## config.mk

```make
export PLATFORM = sky130hd
export DESIGN_NAME = comb_sequencer_flat
export DESIGN_NICKNAME = d
export VERILOG_FILES = /design/src/rtl/gf_pkg.sv /design/src/rtl/comb_sequencer_if.sv /design/src/rtl/comb_outreg.sv /design/src/rtl/comb_sequencer.sv /design/src/flat_wrapper.sv
export SDC_FILE = /design/constraint.sdc
export NUM_CORES = 1
export LEC_CHECK = 0
export CAP_MARGIN = 20
export CORE_MARGIN = 2
export CORE_UTILIZATION = 50
export CTS_CLUSTER_SIZE = 25
export DETAILED_ROUTE_END_ITERATION = 6
export DONT_BUFFER_PORTS = 1
export PLACE_DENSITY = 0.63
export SLEW_MARGIN = 20
export SYNTH_ARGS = -nofsm -noshare
export SYNTH_HDL_FRONTEND = slang
export SYNTH_HIERARCHICAL = 1
export SYNTH_SLANG_ARGS = --single-unit
```

## constraint.sdc

```tcl
create_clock -name clock -period 4.8 [get_ports clock]
set_input_delay 0.72 -clock clock [delete_from_list [all_inputs] [get_ports clock]]
set_output_delay 0.72 -clock clock [all_outputs]
set_load 0.03 [all_outputs]
```

## src/rtl/gf_pkg.sv

```systemverilog
// Shared definitions for the hit-combination front end.
// Contents:
//   - layer-count constants (NSVX, NLAYER, HIT_W, Z_W)
//   - the combination sequencer FSM state encoding
//   - comb_t: the combination record handed to the track-fit stage
//   - popcount_svx(): number of empty SVX layers in a combination
package gf_pkg;

  localparam int NSVX   = 5;
  localparam int NLAYER = 6;
  localparam int HIT_W  = 16;
  localparam int Z_W    = 6;

  typedef enum logic [2:0] {
    S_IDLE,
    S_SETTLE,
    S_CAPTURE,
    S_WAIT,
    S_FINISH,
    S_CLEAR
  } seq_state_t;

  typedef struct packed {
    logic [NSVX-1:0][HIT_W-1:0] hit;   // hit[i] = SVX layer i
    logic signed [HIT_W-1:0]    c;     // XFT curvature
    logic signed [HIT_W-1:0]    phi;   // XFT phi
    logic [2*Z_W-1:0]           z;     // {zout, zin}
    logic [NLAYER-1:0]          mask;  // empty flags, bit 5 = XFT
    logic                       last;
  } comb_t;

  function automatic logic [2:0] popcount_svx(input logic [NSVX-1:0] e);
    logic [2:0] n;
    n = '0;
    for (int i = 0; i < NSVX; i++) n = n + {2'b00, e[i]};
    return n;
  endfunction

endpackage

```

## src/rtl/comb_sequencer_if.sv

```systemverilog
// Combination output bus toward the track-fit stage.
// master (sequencer) drives comb_valid and the record fields; slave
// (fit stage) drives comb_ready. A word moves when valid & ready.
interface comb_sequencer_if;
  import gf_pkg::*;

  logic                    comb_valid;
  logic                    comb_ready;
  logic [HIT_W-1:0]        comb_hit_0;
  logic [HIT_W-1:0]        comb_hit_1;
  logic [HIT_W-1:0]        comb_hit_2;
  logic [HIT_W-1:0]        comb_hit_3;
  logic [HIT_W-1:0]        comb_hit_4;
  logic signed [HIT_W-1:0] comb_c;
  logic signed [HIT_W-1:0] comb_phi;
  logic [2*Z_W-1:0]        comb_z;
  logic [NLAYER-1:0]       comb_mask;
  logic                    comb_last;

  modport master (
    output comb_valid, comb_hit_0, comb_hit_1, comb_hit_2, comb_hit_3,
           comb_hit_4, comb_c, comb_phi, comb_z, comb_mask, comb_last,
    input  comb_ready
  );

  modport slave (
    input  comb_valid, comb_hit_0, comb_hit_1, comb_hit_2, comb_hit_3,
           comb_hit_4, comb_c, comb_phi, comb_z, comb_mask, comb_last,
    output comb_ready
  );

endinterface

```

## src/rtl/comb_outreg.sv

```systemverilog
// Single-entry output register with valid/ready handshake.
// Ports:
//   clock, reset  - clock, synchronous active-high reset
//   load          - write din this cycle (only honoured when can_load)
//   din           - combination record to capture
//   ready         - downstream accepts the held word
//   valid, dout   - held word and its valid flag
//   can_load      - register empty or being drained this cycle, so a
//                   load now causes neither loss nor a bubble
module comb_outreg
  import gf_pkg::*;
(
  input  logic  clock,
  input  logic  reset,
  input  logic  load,
  input  comb_t din,
  input  logic  ready,
  output logic  valid,
  output comb_t dout,
  output logic  can_load
);

  logic  vld_p0;
  comb_t comb_p0;

  assign can_load = !vld_p0 || ready;
  assign valid    = vld_p0;
  assign dout     = comb_p0;

  // stage p0: output register
  always_ff @(posedge clock) begin
    if (reset) begin
      vld_p0  <= 1'b0;
      comb_p0 <= '0;
    end else if (load && can_load) begin
      vld_p0  <= 1'b1;
      comb_p0 <= din;
    end else if (vld_p0 && ready) begin
      vld_p0  <= 1'b0;
    end
  end

endmodule

```

## src/rtl/comb_sequencer.sv

```systemverilog
// Hit-combination sequencer: steps the hit bank through every SVX/XFT
// combination of one event, drops combinations with too many empty
// SVX layers, presents the rest on a valid/ready bus and finally clears
// and resets the hit bank.
// Ports:
//   clock, reset          - clock, synchronous active-high reset
//   ev_start              - hit bank loaded, begin walking the event
//   empty, glast          - per-layer empty flags / final-combination flag
//   hit_0..hit_4          - SVX hit words of the presented combination
//   xft_c, xft_phi        - XFT track parameters (signed)
//   zin, zout             - z-sector bits
//   gnext                 - advance the hit bank to the next combination
//   hb_clear, hb_reset    - end-of-event clear/reset pulses to hit bank
//   ev_done               - end-of-event pulse
//   n_emitted, n_rejected - per-event counts, saturating
//   overrun               - sticky: ev_start seen while busy
//   truncated             - (COMB_LIMIT_EN only) event hit MAX_COMBS
//   comb                  - combination output bus (master)
// Build option: define COMB_LIMIT_EN to cap each event at MAX_COMBS
// combinations and add the truncated output.
module comb_sequencer
  import gf_pkg::*;
#(
  parameter int MAX_MISSING = 1,
  parameter int MAX_COMBS   = 1024,
  parameter int CNT_W       = 11
) (
  input  logic                    clock,
  input  logic                    reset,
  input  logic                    ev_start,
  input  logic [NLAYER-1:0]       empty,
  input  logic                    glast,
  input  logic [HIT_W-1:0]        hit_0,
  input  logic [HIT_W-1:0]        hit_1,
  input  logic [HIT_W-1:0]        hit_2,
  input  logic [HIT_W-1:0]        hit_3,
  input  logic [HIT_W-1:0]        hit_4,
  input  logic signed [HIT_W-1:0] xft_c,
  input  logic signed [HIT_W-1:0] xft_phi,
  input  logic [Z_W-1:0]          zin,
  input  logic [Z_W-1:0]          zout,
  output logic                    gnext,
  output logic                    hb_clear,
  output logic                    hb_reset,
  output logic                    ev_done,
  output logic [CNT_W-1:0]        n_emitted,
  output logic [CNT_W-1:0]        n_rejected,
  output logic                    overrun,
`ifdef COMB_LIMIT_EN
  output logic                    truncated,
`endif
  comb_sequencer_if.master        comb
);

`ifdef COMB_LIMIT_EN
  localparam bit LIMIT_ON = 1'b1;
`else
  localparam bit LIMIT_ON = 1'b0;
`endif
  localparam int TW = CNT_W + 1;

  seq_state_t     state, state_n;
  logic           first_q;
  logic           can_load, load, take, accept, lim_hit, end_c, out_vld;
  logic [2:0]     missing;
  logic [TW-1:0]  tot_next;
  comb_t          cand, out_q;

  function automatic logic [CNT_W-1:0] sat_inc(input logic [CNT_W-1:0] v);
    return (&v) ? v : v + CNT_W'(1);
  endfunction

  assign missing  = popcount_svx(empty[NSVX-1:0]);
  assign accept   = (int'(missing) <= MAX_MISSING) && !empty[NSVX];
  // Count including the combination being examined now.
  assign tot_next = {1'b0, n_emitted} + {1'b0, n_rejected} + TW'(1);
  assign lim_hit  = LIMIT_ON && (tot_next >= TW'(MAX_COMBS));
  assign end_c    = glast || lim_hit;

  always_comb begin
    cand      = '0;
    cand.hit  = {hit_4, hit_3, hit_2, hit_1, hit_0};
    cand.c    = xft_c;
    cand.phi  = xft_phi;
    cand.z    = {zout, zin};
    cand.mask = empty;
    cand.last = end_c;
  end

  always_comb begin
    state_n  = state;
    gnext    = 1'b0;
    hb_clear = 1'b0;
    hb_reset = 1'b0;
    ev_done  = 1'b0;
    take     = 1'b0;
    load     = 1'b0;
    case (state)
      S_IDLE:   if (ev_start) state_n = S_SETTLE;
      // An event with no XFT track has nothing to combine.
      S_SETTLE: state_n = (first_q && empty[NSVX]) ? S_FINISH : S_CAPTURE;
      S_CAPTURE, S_WAIT: begin
        if (!can_load) begin
          state_n = S_WAIT;
        end else begin
          take = 1'b1;
          load = accept;
          if (end_c) begin
            state_n = S_FINISH;
          end else begin
            gnext   = 1'b1;
            state_n = S_SETTLE;
          end
        end
      end
      S_FINISH: if (!out_vld) state_n = S_CLEAR;
      S_CLEAR: begin
        hb_clear = 1'b1;
        hb_reset = 1'b1;
        ev_done  = 1'b1;
        state_n  = S_IDLE;
      end
      default:  state_n = S_IDLE;
    endcase
  end

  always_ff @(posedge clock) begin
    if (reset) begin
      state      <= S_IDLE;
      first_q    <= 1'b0;
      n_emitted  <= '0;
      n_rejected <= '0;
      overrun    <= 1'b0;
    end else begin
      state <= state_n;
      if (ev_start && state != S_IDLE) overrun <= 1'b1;
      if (ev_start && state == S_IDLE) begin
        first_q    <= 1'b1;
        n_emitted  <= '0;
        n_rejected <= '0;
      end else begin
        if (state == S_SETTLE) first_q <= 1'b0;
        if (take) begin
          if (accept) n_emitted  <= sat_inc(n_emitted);
          else        n_rejected <= sat_inc(n_rejected);
        end
      end
    end
  end

`ifdef COMB_LIMIT_EN
  always_ff @(posedge clock) begin
    if (reset)                          truncated <= 1'b0;
    else if (ev_start && state == S_IDLE) truncated <= 1'b0;
    else if (take && lim_hit)           truncated <= 1'b1;
  end
`endif

  comb_outreg u_outreg (
    .clock    (clock),
    .reset    (reset),
    .load     (load),
    .din      (cand),
    .ready    (comb.comb_ready),
    .valid    (out_vld),
    .dout     (out_q),
    .can_load (can_load)
  );

  assign comb.comb_valid = out_vld;
  assign comb.comb_hit_0 = out_q.hit[0];
  assign comb.comb_hit_1 = out_q.hit[1];
  assign comb.comb_hit_2 = out_q.hit[2];
  assign comb.comb_hit_3 = out_q.hit[3];
  assign comb.comb_hit_4 = out_q.hit[4];
  assign comb.comb_c     = out_q.c;
  assign comb.comb_phi   = out_q.phi;
  assign comb.comb_z     = out_q.z;
  assign comb.comb_mask  = out_q.mask;
  assign comb.comb_last  = out_q.last;

endmodule

```

## src/flat_wrapper.sv

```systemverilog
// flat-port wrapper written by rule: the top's interface ports become plain ports
module comb_sequencer_flat import gf_pkg::*;
#(
  parameter int MAX_MISSING = 1,
  parameter int MAX_COMBS   = 1024,
  parameter int CNT_W       = 11
)
  (clock, reset, ev_start, empty, glast, hit_0, hit_1, hit_2, hit_3, hit_4, xft_c, xft_phi, zin, zout, gnext, hb_clear, hb_reset, ev_done, n_emitted, n_rejected, overrun, comb_comb_valid, comb_comb_hit_0, comb_comb_hit_1, comb_comb_hit_2, comb_comb_hit_3, comb_comb_hit_4, comb_comb_c, comb_comb_phi, comb_comb_z, comb_comb_mask, comb_comb_last, comb_comb_ready);
  comb_sequencer_if comb_i ();
  input  logic clock;
  input  logic reset;
  input  logic ev_start;
  input  logic [NLAYER-1:0] empty;
  input  logic glast;
  input  logic [HIT_W-1:0] hit_0;
  input  logic [HIT_W-1:0] hit_1;
  input  logic [HIT_W-1:0] hit_2;
  input  logic [HIT_W-1:0] hit_3;
  input  logic [HIT_W-1:0] hit_4;
  input  logic signed [HIT_W-1:0] xft_c;
  input  logic signed [HIT_W-1:0] xft_phi;
  input  logic [Z_W-1:0] zin;
  input  logic [Z_W-1:0] zout;
  output logic gnext;
  output logic hb_clear;
  output logic hb_reset;
  output logic ev_done;
  output logic [CNT_W-1:0] n_emitted;
  output logic [CNT_W-1:0] n_rejected;
  output logic overrun;
  output wire logic [$bits(comb_i.comb_valid)-1:0] comb_comb_valid;
  output wire logic [$bits(comb_i.comb_hit_0)-1:0] comb_comb_hit_0;
  output wire logic [$bits(comb_i.comb_hit_1)-1:0] comb_comb_hit_1;
  output wire logic [$bits(comb_i.comb_hit_2)-1:0] comb_comb_hit_2;
  output wire logic [$bits(comb_i.comb_hit_3)-1:0] comb_comb_hit_3;
  output wire logic [$bits(comb_i.comb_hit_4)-1:0] comb_comb_hit_4;
  output wire logic [$bits(comb_i.comb_c)-1:0] comb_comb_c;
  output wire logic [$bits(comb_i.comb_phi)-1:0] comb_comb_phi;
  output wire logic [$bits(comb_i.comb_z)-1:0] comb_comb_z;
  output wire logic [$bits(comb_i.comb_mask)-1:0] comb_comb_mask;
  output wire logic [$bits(comb_i.comb_last)-1:0] comb_comb_last;
  input wire logic [$bits(comb_i.comb_ready)-1:0] comb_comb_ready;
  assign comb_comb_valid = comb_i.comb_valid;
  assign comb_comb_hit_0 = comb_i.comb_hit_0;
  assign comb_comb_hit_1 = comb_i.comb_hit_1;
  assign comb_comb_hit_2 = comb_i.comb_hit_2;
  assign comb_comb_hit_3 = comb_i.comb_hit_3;
  assign comb_comb_hit_4 = comb_i.comb_hit_4;
  assign comb_comb_c = comb_i.comb_c;
  assign comb_comb_phi = comb_i.comb_phi;
  assign comb_comb_z = comb_i.comb_z;
  assign comb_comb_mask = comb_i.comb_mask;
  assign comb_comb_last = comb_i.comb_last;
  assign comb_i.comb_ready = comb_comb_ready;
  comb_sequencer #(.MAX_MISSING(MAX_MISSING), .MAX_COMBS(MAX_COMBS), .CNT_W(CNT_W)) u_core (.clock(clock), .reset(reset), .ev_start(ev_start), .empty(empty), .glast(glast), .hit_0(hit_0), .hit_1(hit_1), .hit_2(hit_2), .hit_3(hit_3), .hit_4(hit_4), .xft_c(xft_c), .xft_phi(xft_phi), .zin(zin), .zout(zout), .gnext(gnext), .hb_clear(hb_clear), .hb_reset(hb_reset), .ev_done(ev_done), .n_emitted(n_emitted), .n_rejected(n_rejected), .overrun(overrun), .comb(comb_i));
endmodule
```

==> report_table.html, run 1 <==
<table>
<tr><th>Metric</th><th>Value</th></tr>
<tr><th colspan="2">Synth</th></tr>
<tr><td>Leading post-synthesis cells by instance count</td><td>dfxtp_1 (159), a21oi_1 (154), nand3_1 (138), a21bo_1 (127)</td></tr>
<tr><td>EDFF count, synth</td><td>0</td></tr>
<tr><td>Total of warnings raised by yosys</td><td>6</td></tr>
<tr><td>Most area-consuming cells after synthesis</td><td>dfxtp_1 (44%), a21bo_1 (17%), a21oi_1 (11%), nand3_1 (9.5%), buf_6 (2.9%)</td></tr>
<tr><td>Syn Nets</td><td>roughly 920</td></tr>
<tr><td>Most common cell in the synthesized netlist</td><td>dfxtp_1</td></tr>
<tr><td>Avg Cell Area, Syn</td><td>around 9.3 um2</td></tr>
<tr><td>Yosys cell types</td><td>50</td></tr>
<tr><td>Most frequently used flop master after synthesis</td><td>dfxtp_1</td></tr>
<tr><td>FFs w/ async S/R, synth</td><td>0%</td></tr>
<tr><td>Number of instances in the synthesized netlist</td><td>just under 800</td></tr>
<tr><td>Post-synth top area share</td><td>around 44%</td></tr>
<tr><td>Flop and latch count out of synthesis</td><td>around 160</td></tr>
<tr><td>Sequential element share of the synthesized area</td><td>a little over two fifths</td></tr>
<tr><td>Post-synth top area cell</td><td>dfxtp_1</td></tr>
<tr><td>Cell area after synthesis</td><td>approximately 7300 um2</td></tr>
<tr><th colspan="2">Timing</th></tr>
<tr><td>Clock tree skew after final layout</td><td>around 0.0056 ns</td></tr>
<tr><td>Unrepaired setup endpoints after global routing</td><td>false</td></tr>
<tr><td>Normalized max-slew margin</td><td>between 20% and 30%</td></tr>
<tr><td>Worst-Margin Slew</td><td>approximately 1.2 ns</td></tr>
<tr><td>Final setup vio count</td><td>0</td></tr>
<tr><td>Final Hold Fails</td><td>0</td></tr>
<tr><td>Final period util</td><td>between 70% and 80%</td></tr>
<tr><td>Max Freq</td><td>roughly 270 MHz</td></tr>
<tr><td>Setup_tns</td><td>0 ns</td></tr>
<tr><td>Min Clock Period, post-route</td><td>approximately 3.7 ns</td></tr>
<tr><td>Max-slew violation count</td><td>0</td></tr>
<tr><th colspan="2">Route</th></tr>
<tr><td>Via total after detailed routing</td><td>between 5000 and 6000</td></tr>
<tr><td>Wirelength per Cell</td><td>19.4 um</td></tr>
<tr><td>Routed via count divided by cell count</td><td>about 6.1</td></tr>
<tr><td>First drt pass iteration count</td><td>7</td></tr>
<tr><td>Final ANT Viol Nets</td><td>0</td></tr>
<tr><td>Total wire length</td><td>~18000 um</td></tr>
<tr><td>Drc violations</td><td>0</td></tr>
<tr><td>Number of design-rule violations left by the first detailed-router iteration</td><td>between 300 and 400</td></tr>
<tr><th colspan="2">Worst setup path</th></tr>
<tr><td>Critical path class</td><td>input pin to register</td></tr>
<tr><td>Kind of start point of the critical path</td><td>input pin</td></tr>
<tr><td>Endpoint of the lowest-slack register-to-register path</td><td>u_core/u_outreg/dout[89]</td></tr>
<tr><td>Critical-path top delay cell</td><td>fa_1</td></tr>
<tr><td>Critical Path AT</td><td>about 4 ns</td></tr>
<tr><td>Cell-by-cell listing of the critical path</td><td>inv_1 &gt; fa_1 &gt; inv_1 &gt; fa_1 &gt; inv_1 &gt; ha_1 &gt; or3b_1 &gt; a211o_1 &gt; inv_6 &gt; buf_4 &gt; nand3_1 &gt; a21oi_1</td></tr>
<tr><td>Critical path's top delay family</td><td>adder cells</td></tr>
<tr><td>Maximum fanout along the worst path</td><td>65</td></tr>
<tr><td>Worst Reg2Reg Path Length in Cells</td><td>7</td></tr>
<tr><td>Cell count along the critical path</td><td>12</td></tr>
<tr><td>Endpoint required time on the critical path</td><td>roughly 5.1 ns</td></tr>
<tr><td>Reg-to-reg slack, setup</td><td>2.37 ns</td></tr>
<tr><td>Kind of capture point of the worst setup path</td><td>register</td></tr>
<tr><td>Critical path's largest stage delay</td><td>0.52 ns</td></tr>
<tr><td>FF-to-FF Start</td><td>u_core/u_outreg/valid</td></tr>
<tr><td>Number of buffers and inverters on the critical path</td><td>5</td></tr>
<tr><td>Most prevalent standard cell on the critical path</td><td>inv_1</td></tr>
<tr><th colspan="2">CTS</th></tr>
<tr><td>Clock-pin slew on the worst setup and hold paths</td><td>0.06 ns</td></tr>
<tr><td>TritonCTS clock tree</td><td>yes</td></tr>
<tr><td>Post-cts sizing count</td><td>0</td></tr>
<tr><td>Htree depth</td><td>4</td></tr>
<tr><td>Clk buf depth</td><td>2</td></tr>
<tr><td>Number of buffers added by the clock tree synthesis step</td><td>17</td></tr>
<tr><td>Post-CTS setup repair buffer count</td><td>0</td></tr>
<tr><td>Clk_lat worst skew</td><td>about 0.42 ns</td></tr>
<tr><td>Number of hold buffers added after CTS</td><td>0</td></tr>
<tr><td>CTS sink count</td><td>159</td></tr>
<tr><td>Clock Tree Root</td><td>clkbuf_16</td></tr>
<tr><th colspan="2">Layout</th></tr>
<tr><td>Total Nets Final</td><td>just under 900</td></tr>
<tr><td>Growth of design area from synthesis to finish</td><td>5.52%</td></tr>
<tr><td>Post-route core utilization</td><td>between 50% and 60%</td></tr>
<tr><td>Count of filler cells inserted in the layout</td><td>between 1000 and 1500</td></tr>
<tr><td>Layout cells sized above 1</td><td>6.66%</td></tr>
<tr><td>Antenna Diode Count</td><td>0</td></tr>
<tr><th colspan="2">Global routing</th></tr>
<tr><td>Maximum number of pins on one net before global-route repair</td><td>267</td></tr>
<tr><td>Total global routing track utilization</td><td>about 22%</td></tr>
<tr><td>Remaining Overflow, GRT</td><td>0</td></tr>
<tr><td>Via count of the first global-routing pass</td><td>5403</td></tr>
<tr><td>Wire length of the first global-routing pass</td><td>approximately 28000 um</td></tr>
<tr><td>Number of antenna violations at the first check in global routing</td><td>0</td></tr>
<tr><th colspan="2">Floorplanning</th></tr>
<tr><td>Floorplan die height</td><td>about 120 um</td></tr>
<tr><td>Die Outline Area</td><td>approximately 16000 um2</td></tr>
<tr><td>Die X-Extent</td><td>~120 um</td></tr>
<tr><td>Number of cell rows</td><td>between 40 and 50</td></tr>
<tr><td>Core region area</td><td>14400 um2</td></tr>
<tr><td>Starting utilization of the core area</td><td>roughly 50%</td></tr>
<tr><td>Count of boundary I/O pins</td><td>between 200 and 300</td></tr>
<tr><th colspan="2">Placement</th></tr>
<tr><td>Half-perimeter wire length after detailed placement</td><td>11400 um</td></tr>
<tr><td>Final weighted congestion of routability-driven global placement</td><td>0.829</td></tr>
<tr><td>Quantity of I/O buffers inserted on ports</td><td>0</td></tr>
<tr><th colspan="2">Run status</th></tr>
<tr><td>Outcome</td><td>complete, no violations</td></tr>
<tr><th colspan="2">Job</th></tr>
<tr><td>Max-capacitance violation count</td><td>0</td></tr>
<tr><th colspan="2">Worst hold path</th></tr>
<tr><td>Cell depth of the worst min-delay path</td><td>1</td></tr>
<tr><td>Class of the tightest hold or removal check</td><td>input pin to register</td></tr>
<tr><td>Min-Delay Startpoint</td><td>reset</td></tr>
<tr><td>Hold Path Sink</td><td>u_core/u_outreg/dout[66]</td></tr>
<tr><th colspan="2">Pwr</th></tr>
<tr><td>Leakage power summed over all cells</td><td>between 2 and 3 nW</td></tr>
<tr><td>Power density of the placed cells</td><td>approximately 370 nW/um2</td></tr>
<tr><td>Largest voltage drop on the vdd net</td><td>between 200 and 250 uV</td></tr>
</table>
where the power goes:
part           total [W]  switching (W)  leakage [nW]  internal, W
Sequential       0.00139      0.0000503          1.28      0.00134
Combinational   0.000103      0.0000579          1.03    0.0000455
Clock            0.00134       0.000527         0.280     0.000812
sequential cells by signal, summed over array words and instances, names as in the netlist:
register	count
u_core/first_q	1
u_core/n_emitted	11
u_core/n_rejected	11
u_core/overrun	1
u_core/state	3
u_core/u_outreg/dout	131
u_core/u_outreg/valid	1
final cells by class:
class / count / area (um2) / area share, %
Inverter: 12 / 50.0 / 0.652
Sequential cell: 159 / 3180 / 41.5
Clock buffer: 20 / 437 / 5.69
Tap cell: 184 / 230 / 3.00
Multi-Input combinational cell: 527 / 3530 / 46.0
Timing Repair Buffer: 7 / 103 / 1.34
Clock inverter: 11 / 143 / 1.86
logic make-up after synthesis:
logic type / share of synthesized area (%)
AO/OA/AOI/OAI: 31.7
adder cells (fa/ha/maj): 1.41
buffers and inverters: 7.70
flip-flops: 43.7
multiplexers: 0.292
AND/OR/NAND/NOR: 15.2
metrics by stage:
step,worst slack [ns],instances,instance area [um2],hold slack (ns),total power [W]
after floorplan,1.14,782,7280,0.500,0.00152
after global placement,0.866,889,7100,0.515,0.00152
after detailed placement,0.750,889,7100,0.540,0.00152
after CTS,1.12,920,7680,0.353,0.00286
after global routing,0.954,920,7680,0.360,0.00293
final,1.11,920,7680,0.388,0.00283
how the worst max path moves through the flow:
stage,startpoint,to
after floorplan,empty[0],u_core/u_outreg/dout[93]
after global placement,empty[0],u_core/u_outreg/dout[2]
after detailed placement,empty[0],u_core/u_outreg/dout[88]
after CTS,empty[0],u_core/u_outreg/dout[89]
after global routing,empty[0],u_core/u_outreg/dout[89]
final,empty[0],u_core/u_outreg/dout[89]
cell usage in the layout (no fill, tap or decap), types with 2 or more instances in the layout:
cell / synthesis / layout
clkinv_4: 0 / 2
nand3_1: 138 / 138
nor4_1: 2 / 2
clkinvlp_4: 0 / 2
fa_1: 2 / 2
dfxtp_1: 159 / 159
nor2_1: 8 / 8
clkbuf_16: 0 / 17
inv_1: 12 / 11
nor4b_1: 2 / 2
and3_2: 2 / 2
o21ai_0: 4 / 4
o21a_1: 2 / 2
nand2_1: 14 / 14
buf_12: 0 / 4
a21bo_1: 127 / 127
clkinv_2: 0 / 4
bufinv_16: 0 / 3
and2_1: 2 / 2
and3_1: 2 / 2
o31ai_1: 12 / 12
buf_4: 4 / 3
a21bo_2: 5 / 5
ha_1: 5 / 5
clkbuf_1: 26 / 3
nand4_1: 5 / 5
or4_1: 12 / 12
a21oi_1: 154 / 154
or3_1: 6 / 6
per-layer routing:
layer	wire length (um)	global-route usage, %	vias to the layer above
li1	-	-	2724
met1	6990	25.6	2621
met2	8530	35.9	237
met3	1730	9.24	46
met4	629	11.1	0
met5	0	0	-
Power figures use the tool's default switching activity.
==> run 2, diff against run 1 <==
==> constraint.sdc (replaced) <==
create_clock -name clock -period 3.4 [get_ports clock]
set_input_delay 0.51 -clock clock [delete_from_list [all_inputs] [get_ports clock]]
set_output_delay 0.51 -clock clock [all_outputs]
set_load 0.03 [all_outputs]
==> report_table.html, run 2 (synthesized netlist as in run 1, its figures left out) <==
<table>
<tr><th>Metric</th><th>Value</th></tr>
<tr><th colspan="2">Route</th></tr>
<tr><td>Wirelength per Cell</td><td>approximately 19 um</td></tr>
<tr><td>First drt pass iteration count</td><td>5</td></tr>
<tr><td>Via total after detailed routing</td><td>5655</td></tr>
<tr><td>Routed via count divided by cell count</td><td>approximately 6</td></tr>
<tr><td>Final ANT Viol Nets</td><td>0</td></tr>
<tr><td>Drc violations</td><td>0</td></tr>
<tr><td>Total wire length</td><td>around 17000 um</td></tr>
<tr><td>Number of design-rule violations left by the first detailed-router iteration</td><td>351</td></tr>
<tr><th colspan="2">Floorplanning</th></tr>
<tr><td>Floorplan die height</td><td>125 um</td></tr>
<tr><td>Starting utilization of the core area</td><td>roughly half</td></tr>
<tr><td>Die Outline Area</td><td>15500 um2</td></tr>
<tr><td>Number of cell rows</td><td>44</td></tr>
<tr><td>Count of boundary I/O pins</td><td>294</td></tr>
<tr><td>Core region area</td><td>between 10000 and 15000 um2</td></tr>
<tr><td>Die X-Extent</td><td>around 120 um</td></tr>
<tr><th colspan="2">Timing</th></tr>
<tr><td>Setup_tns</td><td>0 ns</td></tr>
<tr><td>Max-slew violation count</td><td>0</td></tr>
<tr><td>Min Clock Period, post-route</td><td>3.07 ns</td></tr>
<tr><td>Max Freq</td><td>326 MHz</td></tr>
<tr><td>Final Hold Fails</td><td>0</td></tr>
<tr><td>Unrepaired setup endpoints after global routing</td><td>false</td></tr>
<tr><td>Normalized max-slew margin</td><td>26.7%</td></tr>
<tr><td>Final period util</td><td>approximately nine tenths</td></tr>
<tr><td>Worst-Margin Slew</td><td>roughly 1.1 ns</td></tr>
<tr><td>Clock tree skew after final layout</td><td>roughly 0.0073 ns</td></tr>
<tr><td>Final setup vio count</td><td>0</td></tr>
<tr><th colspan="2">CTS</th></tr>
<tr><td>Post-cts sizing count</td><td>0</td></tr>
<tr><td>CTS sink count</td><td>between 150 and 200</td></tr>
<tr><td>Htree depth</td><td>4</td></tr>
<tr><td>Number of buffers added by the clock tree synthesis step</td><td>17</td></tr>
<tr><td>Clk_lat worst skew</td><td>approximately 0.42 ns</td></tr>
<tr><td>Clock-pin slew on the worst setup and hold paths</td><td>approximately 0.060 ns</td></tr>
<tr><td>Post-CTS setup repair buffer count</td><td>0</td></tr>
<tr><td>Clock Tree Root</td><td>clkbuf_16</td></tr>
<tr><td>Clk buf depth</td><td>2</td></tr>
<tr><td>Number of hold buffers added after CTS</td><td>0</td></tr>
<tr><td>TritonCTS clock tree</td><td>yes</td></tr>
<tr><th colspan="2">Pwr</th></tr>
<tr><td>Largest voltage drop on the vdd net</td><td>322 uV</td></tr>
<tr><td>Leakage power summed over all cells</td><td>between 2 and 3 nW</td></tr>
<tr><td>Comb power frac</td><td>under 10%</td></tr>
<tr><td>Share of total power in the clock network</td><td>46.0%</td></tr>
<tr><td>Seq pwr share</td><td>50.1%</td></tr>
<tr><td>Power consumption</td><td>approximately 0.0039 W</td></tr>
<tr><td>Power density of the placed cells</td><td>506 nW/um2</td></tr>
<tr><td>NetSw</td><td>0.000904 W</td></tr>
<tr><td>Switching Fraction</td><td>23.1%</td></tr>
<tr><td>Internal power consumption</td><td>between 0.003 and 0.004 W</td></tr>
<tr><th colspan="2">Layout</th></tr>
<tr><td>Most frequent standard cell in the layout excluding fill and tap cells</td><td>dfxtp_1</td></tr>
<tr><td>Top library cells by usage in the layout, fill and taps aside</td><td>dfxtp_1 (159), a21oi_1 (154), nand3_1 (138)</td></tr>
<tr><td>Post-route core utilization</td><td>between 50 and 60%</td></tr>
<tr><td>Count of placed standard cells in the final layout, fillers left out</td><td>between 900 and 1000</td></tr>
<tr><td>Count of filler cells inserted in the layout</td><td>1280</td></tr>
<tr><td>Max reg flops</td><td>131</td></tr>
<tr><td>Layout cells sized above 1</td><td>7.68%</td></tr>
<tr><td>Total Nets Final</td><td>a little under 900</td></tr>
<tr><td>Growth of design area from synthesis to finish</td><td>6.22%</td></tr>
<tr><td>Antenna Diode Count</td><td>0</td></tr>
<tr><th colspan="2">Worst setup path</th></tr>
<tr><td>Maximum fanout along the worst path</td><td>55</td></tr>
<tr><td>Kind of capture point of the worst setup path</td><td>register</td></tr>
<tr><td>Endpoint of the lowest-slack register-to-register path</td><td>u_core/n_emitted[3]</td></tr>
<tr><td>Most prevalent standard cell on the critical path</td><td>inv_1</td></tr>
<tr><td>Critical path class</td><td>input pin to register</td></tr>
<tr><td>Critical Path AT</td><td>between 3 and 4 ns</td></tr>
<tr><td>Worst setup path startpoint</td><td>empty[0]</td></tr>
<tr><td>Critical path's largest stage delay</td><td>roughly 0.52 ns</td></tr>
<tr><td>Kind of start point of the critical path</td><td>input pin</td></tr>
<tr><td>Endpoint required time on the critical path</td><td>around 3.7 ns</td></tr>
<tr><td>Worst Reg2Reg Path Length in Cells</td><td>5</td></tr>
<tr><td>Cell-by-cell listing of the critical path</td><td>inv_1 &gt; fa_1 &gt; inv_1 &gt; fa_1 &gt; inv_1 &gt; ha_1 &gt; or3b_1 &gt; a211o_1 &gt; inv_6 &gt; buf_12 &gt; nand3_1 &gt; a21oi_1</td></tr>
<tr><td>FF-to-FF Start</td><td>u_core/n_emitted[0]</td></tr>
<tr><td>Critical-path top delay cell</td><td>fa_1</td></tr>
<tr><td>Reg-to-reg slack, setup</td><td>roughly 1.3 ns</td></tr>
<tr><th colspan="2">Global routing</th></tr>
<tr><td>Maximum number of pins on one net before global-route repair</td><td>around 270</td></tr>
<tr><td>Remaining Overflow, GRT</td><td>0</td></tr>
<tr><td>Wire length of the first global-routing pass</td><td>around 28000 um</td></tr>
<tr><td>Total global routing track utilization</td><td>between 20 and 25%</td></tr>
<tr><td>Via count of the first global-routing pass</td><td>5300</td></tr>
<tr><td>Number of antenna violations at the first check in global routing</td><td>0</td></tr>
<tr><th colspan="2">Worst hold path</th></tr>
<tr><td>Cell depth of the worst min-delay path</td><td>1</td></tr>
<tr><td>Class of the tightest hold or removal check</td><td>input pin to register</td></tr>
<tr><td>Min-Delay Startpoint</td><td>reset</td></tr>
<tr><td>Hold Path Sink</td><td>u_core/u_outreg/dout[1]</td></tr>
<tr><th colspan="2">Run status</th></tr>
<tr><td>Outcome</td><td>complete, no violations</td></tr>
<tr><th colspan="2">Placement</th></tr>
<tr><td>Half-perimeter wire length after detailed placement</td><td>around 12000 um</td></tr>
<tr><td>Post-Place Cells</td><td>approximately 900</td></tr>
<tr><td>Final weighted congestion of routability-driven global placement</td><td>approximately 0.8</td></tr>
<tr><td>Quantity of I/O buffers inserted on ports</td><td>0</td></tr>
<tr><th colspan="2">Job</th></tr>
<tr><td>Max-capacitance violation count</td><td>0</td></tr>
</table>
==> run 2: changes by cell type in the layout (fill, tap and decap cells not counted), sizes merged <==
cell / before / now
buf: 7 / 12
bufinv: 3 / 1
clkinvlp: 2 / 3
inv: 12 / 14
==> run 2: worst max path at each step <==
stage               depth (start not counted)  slack [ns]                        end
floorplan                                  13       -0.04   u_core/u_outreg/dout[51]
global placement                           11       0.007        u_core/n_emitted[8]
detailed placement                         12       -0.07   u_core/u_outreg/dout[43]
CTS                                        12        0.37   u_core/u_outreg/dout[43]
global route                               12        0.22  u_core/u_outreg/dout[122]
finish                                     12        0.33   u_core/u_outreg/dout[43]
==> run 2: final cells by class <==
class | instances | area (um2) | area share [%]
clock buffers | 20 | 457 | 5.91
clock inverters | 12 | 111 | 1.44
inverters | 12 | 50.0 | 0.647
multi-input cells | 527 | 3530 | 45.7
flip-flops and latches | 159 | 3180 | 41.2
well taps | 184 | 230 | 2.98
repair buffers | 12 | 165 | 2.14
==> run 2: power groups by stage <==
stage,clock (W),combinational (W),sequential [W]
after floorplan,0,0.000160,0.00199
after global placement,0,0.000144,0.00200
after detailed placement,0,0.000152,0.00200
after CTS,0.00184,0.000153,0.00196
after global routing,0.00193,0.000170,0.00196
final,0.00180,0.000152,0.00196
==> run 2: through the flow <==
step | hold slack, ns | cell area [um2] | setup WS, ns
final | 0.173 | 7730 | 0.328
after global routing | 0.144 | 7730 | 0.217
after CTS | 0.144 | 7730 | 0.365
after detailed placement | 0.530 | 7160 | -0.0749
after global placement | 0.515 | 7160 | 0.00746
after floorplan | 0.500 | 7290 | -0.0428
==> run 2: layer usage <==
metal | share of wire (%) | vias up | track usage, %
li1 | - | 2732 | -
met1 | 39 | 2663 | 25.3
met2 | 48 | 224 | 34.8
met3 | 10 | 36 | 9.41
met4 | 2.9 | 0 | 10.6
met5 | 0 | - | 0
==> run 2: critical path, delay by kind of cell <==
kind / cells / cell delay, ns
AOI/OAI and AO/OA: 2 / 0.60
adders and majority gates: 3 / 1.14
buffers and inverters: 5 / 0.61
and+or+nand+nor: 2 / 0.52
==> run 3, diff against run 2 <==
--- a/config.mk
+++ b/config.mk
@@ -8,6 +8,7 @@
 export CAP_MARGIN = 20
 export CORE_MARGIN = 2
 export CORE_UTILIZATION = 50
+export CTS_BUF_LIST = sky130_fd_sc_hd__clkbuf_16
 export CTS_CLUSTER_SIZE = 25
 export DETAILED_ROUTE_END_ITERATION = 6
 export DONT_BUFFER_PORTS = 1
==> constraint.sdc (replaced) <==
create_clock -name clock -period 3.75 [get_ports clock]
set_input_delay 0.5625 -clock clock [delete_from_list [all_inputs] [get_ports clock]]
set_output_delay 0.5625 -clock clock [all_outputs]
set_load 0.03 [all_outputs]
==> report_table.html, run 3 (synthesized netlist as in run 1, its figures left out) <==
<table>
<tr><th>Metric</th><th>Value</th></tr>
<tr><th colspan="2">Pwr</th></tr>
<tr><td>Switching Fraction</td><td>a little under a quarter</td></tr>
<tr><td>Largest voltage drop on the vdd net</td><td>307 uV</td></tr>
<tr><td>Share of total power in the clock network</td><td>about 47%</td></tr>
<tr><td>NetSw</td><td>0.000828 W</td></tr>
<tr><td>Leakage power summed over all cells</td><td>roughly 2.6 nW</td></tr>
<tr><td>Power consumption</td><td>between 0.003 and 0.004 W</td></tr>
<tr><td>Comb power frac</td><td>3.8%</td></tr>
<tr><td>Seq pwr share</td><td>between 40% and 50%</td></tr>
<tr><td>Internal power consumption</td><td>0.00275 W</td></tr>
<tr><td>Power density of the placed cells</td><td>around 460 nW/um2</td></tr>
<tr><th colspan="2">Worst setup path</th></tr>
<tr><td>Maximum fanout along the worst path</td><td>67</td></tr>
<tr><td>Critical path's top delay family</td><td>adder cells</td></tr>
<tr><td>Reg-to-reg slack, setup</td><td>approximately 1.6 ns</td></tr>
<tr><td>Number of buffers and inverters on the critical path</td><td>5</td></tr>
<tr><td>Endpoint of the lowest-slack register-to-register path</td><td>u_core/u_outreg/dout[116]</td></tr>
<tr><td>Worst setup path startpoint</td><td>empty[0]</td></tr>
<tr><td>Cell-by-cell listing of the critical path</td><td>inv_1 &gt; fa_1 &gt; inv_1 &gt; fa_1 &gt; inv_1 &gt; ha_1 &gt; or3b_1 &gt; a211o_1 &gt; inv_6 &gt; buf_12 &gt; nand3_1 &gt; a21oi_1</td></tr>
<tr><td>Endpoint required time on the critical path</td><td>approximately 4.1 ns</td></tr>
<tr><td>Critical Path AT</td><td>~3.6 ns</td></tr>
<tr><td>FF-to-FF Start</td><td>u_core/u_outreg/valid</td></tr>
<tr><td>Kind of start point of the critical path</td><td>input pin</td></tr>
<tr><td>Kind of capture point of the worst setup path</td><td>register</td></tr>
<tr><td>Critical-path top delay cell</td><td>fa_1</td></tr>
<tr><td>Critical path's largest stage delay</td><td>0.53 ns</td></tr>
<tr><td>Most prevalent standard cell on the critical path</td><td>inv_1</td></tr>
<tr><td>Critical path class</td><td>input pin to register</td></tr>
<tr><td>Worst Reg2Reg Path Length in Cells</td><td>7</td></tr>
<tr><th colspan="2">Floorplanning</th></tr>
<tr><td>Core region area</td><td>roughly 14000 um2</td></tr>
<tr><td>Count of boundary I/O pins</td><td>294</td></tr>
<tr><td>Starting utilization of the core area</td><td>about half</td></tr>
<tr><td>Die Outline Area</td><td>15500 um2</td></tr>
<tr><td>Floorplan die height</td><td>around 120 um</td></tr>
<tr><td>Die X-Extent</td><td>~120 um</td></tr>
<tr><td>Number of cell rows</td><td>44</td></tr>
<tr><th colspan="2">Worst hold path</th></tr>
<tr><td>Hold Path Sink</td><td>u_core/u_outreg/dout[66]</td></tr>
<tr><td>Cell depth of the worst min-delay path</td><td>1</td></tr>
<tr><td>Min-Delay Startpoint</td><td>reset</td></tr>
<tr><td>Class of the tightest hold or removal check</td><td>input pin to register</td></tr>
<tr><th colspan="2">Layout</th></tr>
<tr><td>Layout cells sized above 1</td><td>under 10%</td></tr>
<tr><td>Count of filler cells inserted in the layout</td><td>1259</td></tr>
<tr><td>Total Nets Final</td><td>870</td></tr>
<tr><td>Count of placed standard cells in the final layout, fillers left out</td><td>925</td></tr>
<tr><td>Most frequent standard cell in the layout excluding fill and tap cells</td><td>dfxtp_1</td></tr>
<tr><td>Max reg flops</td><td>131</td></tr>
<tr><td>Top library cells by usage in the layout, fill and taps aside</td><td>dfxtp_1 (159), a21oi_1 (154), nand3_1 (138)</td></tr>
<tr><td>Antenna Diode Count</td><td>0</td></tr>
<tr><td>Post-route core utilization</td><td>53.8%</td></tr>
<tr><td>Growth of design area from synthesis to finish</td><td>6.17%</td></tr>
<tr><th colspan="2">Placement</th></tr>
<tr><td>Half-perimeter wire length after detailed placement</td><td>11500 um</td></tr>
<tr><td>Final weighted congestion of routability-driven global placement</td><td>0.795</td></tr>
<tr><td>Post-Place Cells</td><td>slightly below 900</td></tr>
<tr><td>Quantity of I/O buffers inserted on ports</td><td>0</td></tr>
<tr><th colspan="2">Timing</th></tr>
<tr><td>Clock tree skew after final layout</td><td>roughly 0.0063 ns</td></tr>
<tr><td>Setup_tns</td><td>0 ns</td></tr>
<tr><td>Final setup vio count</td><td>0</td></tr>
<tr><td>Max Freq</td><td>between 300 and 400 MHz</td></tr>
<tr><td>Normalized max-slew margin</td><td>between 30% and 40%</td></tr>
<tr><td>Unrepaired setup endpoints after global routing</td><td>false</td></tr>
<tr><td>Min Clock Period, post-route</td><td>~3.2 ns</td></tr>
<tr><td>Final period util</td><td>86.3%</td></tr>
<tr><td>Worst hold-check slack</td><td>~0.23 ns</td></tr>
<tr><td>Max-slew violation count</td><td>0</td></tr>
<tr><td>Worst-Margin Slew</td><td>approximately 1.0 ns</td></tr>
<tr><td>Final Hold Fails</td><td>0</td></tr>
<tr><th colspan="2">Global routing</th></tr>
<tr><td>Total global routing track utilization</td><td>21.7%</td></tr>
<tr><td>Most congested layer reported by global routing</td><td>met2</td></tr>
<tr><td>Remaining Overflow, GRT</td><td>0</td></tr>
<tr><td>Global Route met2 Usage</td><td>between 30% and 40%</td></tr>
<tr><td>Via count of the first global-routing pass</td><td>slightly above 5000</td></tr>
<tr><td>Grt met1 use</td><td>a little over a quarter</td></tr>
<tr><td>Number of antenna violations at the first check in global routing</td><td>0</td></tr>
<tr><td>Wire length of the first global-routing pass</td><td>~28000 um</td></tr>
<tr><td>Maximum number of pins on one net before global-route repair</td><td>267</td></tr>
<tr><td>Met3 track demand over resource</td><td>under 10%</td></tr>
<tr><th colspan="2">Route</th></tr>
<tr><td>Number of design-rule violations left by the first detailed-router iteration</td><td>slightly below 400</td></tr>
<tr><td>Via total after detailed routing</td><td>5639</td></tr>
<tr><td>Drc violations</td><td>0</td></tr>
<tr><td>Routed via count divided by cell count</td><td>about 6.1</td></tr>
<tr><td>Final ANT Viol Nets</td><td>0</td></tr>
<tr><td>Total wire length</td><td>17500 um</td></tr>
<tr><td>First drt pass iteration count</td><td>5</td></tr>
<tr><td>Wirelength per Cell</td><td>about 19 um</td></tr>
<tr><th colspan="2">CTS</th></tr>
<tr><td>Number of buffers added by the clock tree synthesis step</td><td>17</td></tr>
<tr><td>Clk buf depth</td><td>2</td></tr>
<tr><td>TritonCTS clock tree</td><td>yes</td></tr>
<tr><td>Htree depth</td><td>4</td></tr>
<tr><td>Number of hold buffers added after CTS</td><td>0</td></tr>
<tr><td>CTS sink count</td><td>between 150 and 200</td></tr>
<tr><td>Clock-pin slew on the worst setup and hold paths</td><td>approximately 0.060 ns</td></tr>
<tr><td>Post-cts sizing count</td><td>0</td></tr>
<tr><td>Post-CTS setup repair buffer count</td><td>0</td></tr>
<tr><td>Clock Tree Root</td><td>clkbuf_16</td></tr>
<tr><td>Clk_lat worst skew</td><td>0.41 ns</td></tr>
<tr><th colspan="2">Job</th></tr>
<tr><td>Max-capacitance violation count</td><td>0</td></tr>
<tr><th colspan="2">Run status</th></tr>
<tr><td>Outcome</td><td>complete, no violations</td></tr>
</table>
-- run 3: changes by cell type in the layout (fill, tap and decap cells not counted) --
cell | previous run | this run
clkbuf_1 | 1 | 0
clkinv_2 | 3 | 2
inv_1 | 11 | 12
buf_4 | 6 | 5
clkinv_4 | 3 | 2
clkinvlp_4 | 3 | 4
clkbuf_8 | 2 | 0
bufinv_16 | 1 | 2
clkinv_1 | 0 | 2
-- run 3: layout make-up --
cell class                 count  area, um2  area share (%)
inverter                      12       50.0           0.648
multi-input combinational    527       3530            45.7
timing repair buffer          11        158            2.04
sequential                   159       3180            41.2
clock buffer                  17        425            5.51
clock inverter                15        146            1.89
tap                          184        230            2.98
-- run 3: stage by stage --
stage | instance area, um2 | setup slack (ns)
2_1_floorplan | 7280 | 0.249
4_1_cts | 7730 | 0.521
3_5_place_dp | 7150 | 0.0731
6_report | 7730 | 0.513
3_3_place_gp | 7150 | 0.216
5_1_grt | 7730 | 0.390
-- run 3: routing by layer --
metal,part of all wire (%),vias up
met5,0,-
met4,3.3,0
li1,-,2731
met3,9.5,43
met2,47,236
met1,41,2629
-- run 3: how the worst max path moves through the flow --
| stage | endpoint | slack (ns) | cells after the start |
|---|---|---|---|
| floorplan | u_core/u_outreg/dout[93] | 0.25 | 13 |
| global placement | u_core/u_outreg/dout[11] | 0.22 | 12 |
| detailed placement | u_core/u_outreg/dout[116] | 0.07 | 12 |
| CTS | u_core/u_outreg/dout[116] | 0.52 | 12 |
| global route | u_core/u_outreg/dout[124] | 0.39 | 12 |
| finish | u_core/u_outreg/dout[116] | 0.51 | 12 |
-- run 3: worst reg2reg max path, delay by kind of cell (launching register included) --
kind                   cells  cell delay (ns)
AOI/OAI and AO/OA          2             0.58
buffers and inverters      2             0.59
DFF                        1             0.46
and+or+nand+nor            3             0.44
-- run 3: power groups by stage --
| stage | clock network, W | registers, W | logic [W] |
|---|---|---|---|
| floorplan | 0 | 0.00180 | 0.000144 |
| global placement | 0 | 0.00182 | 0.000129 |
| detailed placement | 0 | 0.00182 | 0.000136 |
| CTS | 0.00170 | 0.00178 | 0.000136 |
| global route | 0.00178 | 0.00178 | 0.000151 |
| finish | 0.00166 | 0.00178 | 0.000136 |
